--- src/rtl/geofence_feeder.sv ---
// -----------------------------------------------------------------------------
// geofence_feeder
//
// Host-side transmitter for the geofence engine. It collects one frame from an
// upstream loader (a test point followed by NUM_VERT fence vertices), replays
// the frame to the engine one X/Y pair per cycle with the test point first,
// then waits a bounded time for the engine's valid/is_inside answer. Each
// frame ends with a one-cycle result pulse, and running statistics are kept
// in saturating counters.
//
// Ports
//   clk            : single clock, rising edge
//   reset          : asynchronous, active-low reset
//   load_valid     : upstream word valid
//   load_ready     : feeder accepts an upstream word this cycle
//   load_x/load_y  : upstream coordinate pair (unsigned, CW bits each)
//   geo_x/geo_y    : coordinate pair driven to the engine
//   geo_start      : high alongside the test point (first word of a frame)
//   geo_valid      : engine result strobe (only honoured while waiting)
//   geo_is_inside  : engine result bit
//   result_valid   : one-cycle pulse per completed frame
//   result_inside  : engine answer, 0 on timeout; held until the next result
//   result_timeout : frame ended by timeout; held until the next result
//   frame_cnt      : completed frames (saturating)
//   inside_cnt     : frames answered inside (saturating)
//   timeout_cnt    : frames that timed out (saturating)
// -----------------------------------------------------------------------------
module geofence_feeder #(
  parameter int CW       = 10,
  parameter int NUM_VERT = 6,
  parameter int TIMEOUT  = 64,
  parameter int CNTW     = 16
) (
  input  logic            clk,
  input  logic            reset,
  input  logic            load_valid,
  output logic            load_ready,
  input  logic [CW-1:0]   load_x,
  input  logic [CW-1:0]   load_y,
  output logic [CW-1:0]   geo_x,
  output logic [CW-1:0]   geo_y,
  output logic            geo_start,
  input  logic            geo_valid,
  input  logic            geo_is_inside,
  output logic            result_valid,
  output logic            result_inside,
  output logic            result_timeout,
  output logic [CNTW-1:0] frame_cnt,
  output logic [CNTW-1:0] inside_cnt,
  output logic [CNTW-1:0] timeout_cnt
);

  localparam int NWORDS = NUM_VERT + 1;
  localparam int IW     = $clog2(NWORDS);
  localparam int WW     = (TIMEOUT > 2) ? $clog2(TIMEOUT) : 1;

  localparam logic [IW-1:0] LAST_IDX   = IW'(NUM_VERT);
  localparam logic [WW-1:0] WAIT_LIMIT = WW'(TIMEOUT - 1);

  typedef enum logic [1:0] {
    ST_LOAD   = 2'd0,
    ST_SEND   = 2'd1,
    ST_WAIT   = 2'd2,
    ST_REPORT = 2'd3
  } state_e;

  state_e               state_q;
  logic [IW-1:0]        idx_q;
  logic [WW-1:0]        wait_q;
  logic [2*CW-1:0]      frame_q [NWORDS];   // {x, y} per word
  logic                 load_ready_q;
  logic [CW-1:0]        geo_x_q;
  logic [CW-1:0]        geo_y_q;
  logic                 geo_start_q;
  logic                 result_valid_q;
  logic                 result_inside_q;
  logic                 result_timeout_q;
  logic [CNTW-1:0]      frame_cnt_q;
  logic [CNTW-1:0]      inside_cnt_q;
  logic [CNTW-1:0]      timeout_cnt_q;

  // Statistics stick at all-ones instead of wrapping back to zero.
  function automatic logic [CNTW-1:0] sat_inc(input logic [CNTW-1:0] v);
    return (&v) ? v : v + 1'b1;
  endfunction

  // NOTE: every register here, including the frame buffer, is in the async
  // reset because a reset mid-frame must leave no stale words or outputs.
  // NOTE: sequential state is written only with non-blocking assignments so
  // every read in this block sees the value from before the clock edge.
  always_ff @(posedge clk or negedge reset) begin
    if (!reset) begin
      state_q          <= ST_LOAD;
      idx_q            <= '0;
      wait_q           <= '0;
      for (int i = 0; i < NWORDS; i++) frame_q[i] <= '0;
      load_ready_q     <= 1'b0;
      geo_x_q          <= '0;
      geo_y_q          <= '0;
      geo_start_q      <= 1'b0;
      result_valid_q   <= 1'b0;
      result_inside_q  <= 1'b0;
      result_timeout_q <= 1'b0;
      frame_cnt_q      <= '0;
      inside_cnt_q     <= '0;
      timeout_cnt_q    <= '0;
    end else begin
      // Pulse-style outputs default low; only the cases below raise them.
      result_valid_q <= 1'b0;
      geo_start_q    <= 1'b0;

      case (state_q)
        ST_LOAD: begin
          // load_ready is registered, so it rises on the first clock after
          // reset and words are only taken while it is already high.
          load_ready_q <= 1'b1;
          if (load_valid && load_ready_q) begin
            frame_q[idx_q] <= {load_x, load_y};
            if (idx_q == LAST_IDX) begin
              idx_q        <= '0;
              load_ready_q <= 1'b0;
              state_q      <= ST_SEND;
            end else begin
              idx_q <= idx_q + 1'b1;
            end
          end
        end

        ST_SEND: begin
          geo_x_q     <= frame_q[idx_q][2*CW-1:CW];
          geo_y_q     <= frame_q[idx_q][CW-1:0];
          geo_start_q <= (idx_q == '0);
          if (idx_q == LAST_IDX) begin
            // geo_x/geo_y keep the last vertex while waiting.
            idx_q   <= '0;
            wait_q  <= '0;
            state_q <= ST_WAIT;
          end else begin
            idx_q <= idx_q + 1'b1;
          end
        end

        ST_WAIT: begin
          // A valid answer on the limit cycle beats the timeout.
          if (geo_valid) begin
            result_valid_q   <= 1'b1;
            result_inside_q  <= geo_is_inside;
            result_timeout_q <= 1'b0;
            frame_cnt_q      <= sat_inc(frame_cnt_q);
            if (geo_is_inside) inside_cnt_q <= sat_inc(inside_cnt_q);
            state_q          <= ST_REPORT;
          end else if (wait_q == WAIT_LIMIT) begin
            result_valid_q   <= 1'b1;
            result_inside_q  <= 1'b0;
            result_timeout_q <= 1'b1;
            frame_cnt_q      <= sat_inc(frame_cnt_q);
            timeout_cnt_q    <= sat_inc(timeout_cnt_q);
            state_q          <= ST_REPORT;
          end else begin
            wait_q <= wait_q + 1'b1;
          end
        end

        ST_REPORT: begin
          // The result pulse and counter updates are visible for exactly
          // this one cycle; loading resumes on the next.
          idx_q        <= '0;
          load_ready_q <= 1'b1;
          state_q      <= ST_LOAD;
        end

        default: state_q <= ST_LOAD;
      endcase
    end
  end

  assign load_ready     = load_ready_q;
  assign geo_x          = geo_x_q;
  assign geo_y          = geo_y_q;
  assign geo_start      = geo_start_q;
  assign result_valid   = result_valid_q;
  assign result_inside  = result_inside_q;
  assign result_timeout = result_timeout_q;
  assign frame_cnt      = frame_cnt_q;
  assign inside_cnt     = inside_cnt_q;
  assign timeout_cnt    = timeout_cnt_q;

endmodule

--- config.mk ---
export PLATFORM = sky130hd
export DESIGN_NAME = geofence_feeder
export DESIGN_NICKNAME = d
export VERILOG_FILES = /design/src/rtl/geofence_feeder.sv
export SDC_FILE = /design/constraint.sdc
export NUM_CORES = 1
export LEC_CHECK = 0
export CAP_MARGIN = 20
export CORE_MARGIN = 1.5
export CORE_UTILIZATION = 43
export DETAILED_ROUTE_END_ITERATION = 8
export HOLD_SLACK_MARGIN = 0.03
export PLACE_DENSITY = 0.64
export SETUP_SLACK_MARGIN = 0.4
export SYNTH_ARGS = -nofsm -noshare
export SYNTH_HDL_FRONTEND = slang
export SYNTH_SLANG_ARGS = --single-unit
--- constraint.sdc ---
create_clock -name clk -period 3 [get_ports clk]
set_clock_uncertainty 0.2 [all_clocks]
set_input_delay 0.9 -clock clk [delete_from_list [all_inputs] [get_ports clk]]
set_output_delay 0.9 -clock clk [all_outputs]
set_load 0.02 [all_outputs]
# Word level (Yosys, flattened, before mapping)
# Index checks and enable logic that the tools add are counted.
# word_totals
out_inout_bits	73
input_bits	25
reg_bits	224
word_cells	93
# classes
addsub	5
reduce_logical	18
bitwise_logic	4
muxes	33
n_eq_ne	11
order_cmp	2
# ops
operator	count
$bwmux 140	1
$bmux 20 s3	1
$demux 20 s3	1
$mux 20	3
$add 16x1->16 const B	3
$mux 16	3
$reduce_and 16->1	3
$mux 6	3
$reduce_and 4->1	4
$pmux 6 s2	1
$mux 1	10
$mux 2	5
$ne 2x2->1 const B	5
$pmux 3 s3	1
$pmux 2 s4	1
$add 6x1->6 const B	1
$eq 6x6->1 const B	1
$mux 3	2
$reduce_and 2->1	3
$reduce_bool 2->1	3
$eq 2x2->1 const B	2
$ge 4x4->1 const B	1
$lt 4x1->1 const B	1
$not 3->4	1
10 further kinds	13

# Logic depth before layout (Yosys ltp)
# depth
word_depth	6
ltp_mapped	8
depth_no_buf	8

# Worst setup path before layout
# No wires, ideal clock.
# synth_timing
path_kind	input -> register
start	in geo_valid
end	reg timeout_cnt_q[11], in the netlist timeout_cnt[11]
t_required_ns	2.670
n_path_buf	1
arrival_ns	2.400
slack_ns	0.270
stages	5
setup_time_ns	0.130
path_cell_list	or3_4 > or4_4 > buf_6 > or3_4 > xnor2_2
# synth_between
elab_chain_len	2
# synth_lines
element	line_no	text
start: declaration	43	input logic geo_valid,
$not 1->1 (no line)	--	
$reduce_and 4->1 (no line)	--	
end signal: assignment	157	timeout_cnt_q <= sat_inc(timeout_cnt_q);
end: declaration	80	logic [CNTW-1:0] timeout_cnt_q;
# Every way passes these cells.
# A chain may end at the register's enable or synchronous reset.

# Worst setup path after layout
# layout_timing
start	reg geo_x_q[9], in the netlist geo_x[9]
end	out geo_x[9]
# layout_rtl
element	line_no	text
start: declaration	72	logic [CW-1:0] geo_x_q;
start signal: assignment	130	geo_x_q <= frame_q[idx_q][2*CW-1:CW];
end: declaration	40	output logic [CW-1:0] geo_x,
# No word-level cell between the ends.

==> run summary <==
For the post-cts resize count, the log shows 55. The setup slack at placement was -11.5 ps; the iteration-0 DRC count of the detailed router was 237. Placer's final routability congestion estimate: 0.761.

Setup repair after global routing left no endpoint under its margin. Entering global routing, the biggest net connects 83 pins. The final total power was 11.7 mW; the cell area after placement was 11800 um2. For the top achievable clock speed, the log shows 0.391 GHz.

Grouping stages by cell kind, the critical path spends the most delay in buffers and inverters. The tools report the worst flop-to-flop path startpoint as state_q[0]. The logs give 1 for the maximum level of the CTS H-tree and 14400 um for the detailed-placement wirelength estimate.

The total count of hold-check failures in the final report was 0; the minimum period implied by the final worst setup slack was 2560 ps. TritonCTS built the clock tree. The worst register-to-register path has a setup slack of 550 ps. STA classifies the critical path startpoint as a flip-flop. For the core utilization of the finished layout, the log shows 53.7%. The tools report the capture point of the worst reg-to-reg path as timeout_cnt[11]. For this run, design rule violations remaining after detail routing come to 0. The final cycle utilization of the critical path works out to 85.2%.

The kind of critical path was reg2out. Setup violations remaining at the end of the flow were counted as 0. Buffers added to address setup during post-CTS repair amount to 0. The number of nets in the synthesized netlist is 846. The count of flip-flops with a built-in enable after synthesis came out at 0.

With fillers left out, the area of the finished cells amounts to 12500 um2. The Yosys warning count came out at 0. The run gives 24.8% as the relative contribution of the clock network to total power. In the synthesized netlist the dominant register cell turns out to be sky130_fd_sc_hd__dfrtp_1.

The number of search-and-repair iterations in the first detailed-routing pass is 4, and the share of layout cells above drive strength 1 is 27.7%. The average footprint of a synthesized cell came out at 12.5 um2. In this run the deepest clock path goes through 3 buffers. The post-synthesis instance area was 10100 um2; the number of synthesized register bits was 224. After synthesis, the netlist uses 49 different library cells. For the core outline area, the log shows 23300 um2.

For this design the ratio of total power to cell area is 934 nW/um2. The worst-path maximum fanout works out to 2. The clock-pin slew on the worst setup and hold paths came out at 60 ps.

The tree is rooted in a sky130_fd_sc_hd__clkbuf_16. The number of antenna violations at the first check in global routing was 0; the remaining max-slew budget at the tightest pin was 48.6%. Traced cell by cell, the critical path runs through clkdlybuf4s50_1. The max-cap check violation count is 0. For this design the static power due to leakage is 5.83 nW.

Dividing the detail-routed via count by the number of cells gives 5.31. For this block, the routed nets add up to 21700 um of wire. The net count of the finished layout is 975. Most common cell in the synthesized netlist: sky130_fd_sc_hd__dfrtp_1.

Net switching is 32.2% of the power. The run gives 812 as the instance count of the mapped netlist. The library cell contributing the largest single delay on the critical path was sky130_fd_sc_hd__clkdlybuf4s50_1.

The source-to-sink clock delay at the later pin of the worst-skew pair was 510 ps; the tightest hold margin was 194 ps. The number of cells on the worst reg-to-reg path is 7. In this run the core area contains 56 standard-cell rows.

The worst setup path is captured at an output pin. The final routed wire length divided by cell count was 17.0 um; the total inserted antenna cells was 0. The floorplan step defined a die boundary enclosing 24500 um2. By area the synthesized netlist is led by sky130_fd_sc_hd__dfrtp_1, sky130_fd_sc_hd__mux2_2, sky130_fd_sc_hd__mux2i_1, sky130_fd_sc_hd__xnor2_1, sky130_fd_sc_hd__mux4_2. In this run the power spent charging and discharging nets is 3.78 mW. The run gives 7.94 mW as the internal power. The buffers plus inverters on the worst setup path is 1. The share of the yosys chip area belonging to registers is 55.3%, and the number of clock sinks seen by CTS is 224. The final worst setup slack was 443 ps.

The die is 157 um tall. The run gives 33.6% as the share of total power in combinational logic. Count of vias placed by the detailed router: 6773.

At the worst endpoint, the arrival time is 1460 ps. By count the netlist is led by sky130_fd_sc_hd__dfrtp_1, sky130_fd_sc_hd__mux2_2, sky130_fd_sc_hd__nor2_1, sky130_fd_sc_hd__nand2_1, sky130_fd_sc_hd__clkbuf_1. Counting the fill cells in the layout gives 2057.

Global routing used 18.5% of the available tracks across all layers. For the pin with the worst max-slew slack, the measured transition is 770 ps. The total overflow left after global routing is 0. The synthesized design spends more area on one cell type than any other, namely sky130_fd_sc_hd__dfrtp_1. The area added between synthesis and finish was 23.6%.

The number of nets with antenna violations after routing was 0. After synthesis, the share of flip-flops with an asynchronous set or reset is 100%. The wire length of the first global-routing pass is 36300 um, and the number of global-route vias before repair is 6891. Of the total power, registers draw 41.6%.

For this design the top-level I/O count stands at 98. VDD sags by at most 0.640 mV. The number of CTS-inserted buffers is 25, and the delay contributed by the slowest stage of the critical path is 600 ps. Total of hold buffers inserted after clock tree synthesis: 0.

Data on the critical path is required at its endpoint by 1900 ps. The number of max-slew violations in the final report came out at 0. The run finished with clean final reports.

Once the floorplan was initialized, standard cells occupied 43.5% of the core. The die span in x is 157 um. The tightest min-delay check is of the in2async type. The share of the synthesized area in the top cell type is 55.3%, and the total of buffers placed on input and output ports is 97.
==> state kept, by name, summed over array words and instances, names as in the netlist, 2 cells and up <==
name         cells
idx_q            3
inside_cnt      16
frame_cnt       16
wait_q           6
geo_y           10
frame_q        140
geo_x           10
state_q          2
timeout_cnt     16
==> per-stage QoR <==
stage                     std cells  TNS (ps)
after floorplan                 812         0
after global placement         1233     -28.5
after detailed placement       1233     -21.0
after CTS                      1275         0
after global routing           1275         0
final                          1275         0
==> kinds of logic (layout without fill, tap and decap cells) <==
family,after synthesis,after routing,synth area share [%]
AO/OA/AOI/OAI,105,105,6.90
XOR/XNOR,44,44,3.87
adder cells (fa/ha/maj),9,9,1.11
buffers and inverters,61,205,2.37
flip-flops,224,224,55.3
multiplexers,186,186,21.2
AND/OR/NAND/NOR,183,183,9.25
==> layout by cell type, fill, tap and decap left out, types with 25 or more instances in the layout <==
cell / synthesis / routed
sky130_fd_sc_hd__dfrtp_1: 224 / 222
sky130_fd_sc_hd__mux2_2: 154 / 154
sky130_fd_sc_hd__dlygate4sd2_1: 0 / 55
sky130_fd_sc_hd__nand2_1: 42 / 42
sky130_fd_sc_hd__nor2_1: 45 / 42
sky130_fd_sc_hd__buf_4: 0 / 42
sky130_fd_sc_hd__clkdlybuf4s50_1: 0 / 28
sky130_fd_sc_hd__o21ai_0: 26 / 26
sky130_fd_sc_hd__xnor2_1: 25 / 25
sky130_fd_sc_hd__clkbuf_16: 0 / 25
==> layer usage <==
layer	wire length (um)	track usage [%]	vias up
li1	-	-	3189
met1	10300	25.6	3434
met2	10200	30.9	124
met3	756	2.55	26
met4	339	4.54	0
met5	0	0	-
==> cell type report <==
| cell class | count | area, um2 | share of cell area [%] |
|---|---|---|---|
| timing repair buffer | 144 | 1360 | 10.8 |
| clock inverter | 6 | 32.5 | 0.259 |
| inverter | 19 | 71.3 | 0.569 |
| sequential | 224 | 5610 | 44.7 |
| multi-input combinational | 527 | 4320 | 34.4 |
| clock buffer | 36 | 757 | 6.04 |
| tap | 319 | 399 | 3.18 |
==> power groups by stage <==
| stage | Sequential [mW] | Combinational (mW) | Clock, mW |
|---|---|---|---|
| after floorplan | 4.93 | 2.60 | 0 |
| after global placement | 4.90 | 3.98 | 0 |
| after detailed placement | 4.94 | 4.06 | 0 |
| after CTS | 4.88 | 4.01 | 2.99 |
| after global routing | 5.04 | 4.36 | 3.11 |
| final | 4.87 | 3.94 | 2.90 |
==> how the worst max path moves through the flow <==
stage / startpoint / to / slack [ps] / cells past startpoint
final: geo_x[9] / geo_x[9] / 440 / 1
after global routing: geo_y[1] / geo_y[1] / 400 / 1
after CTS: result_inside / result_inside / 400 / 1
after detailed placement: geo_valid / timeout_cnt[11] / -10 / 5
after global placement: geo_valid / timeout_cnt[11] / -20 / 5
after floorplan: geo_valid / timeout_cnt[11] / 390 / 5
No activity file was read; power rests on OpenSTA's default activity.
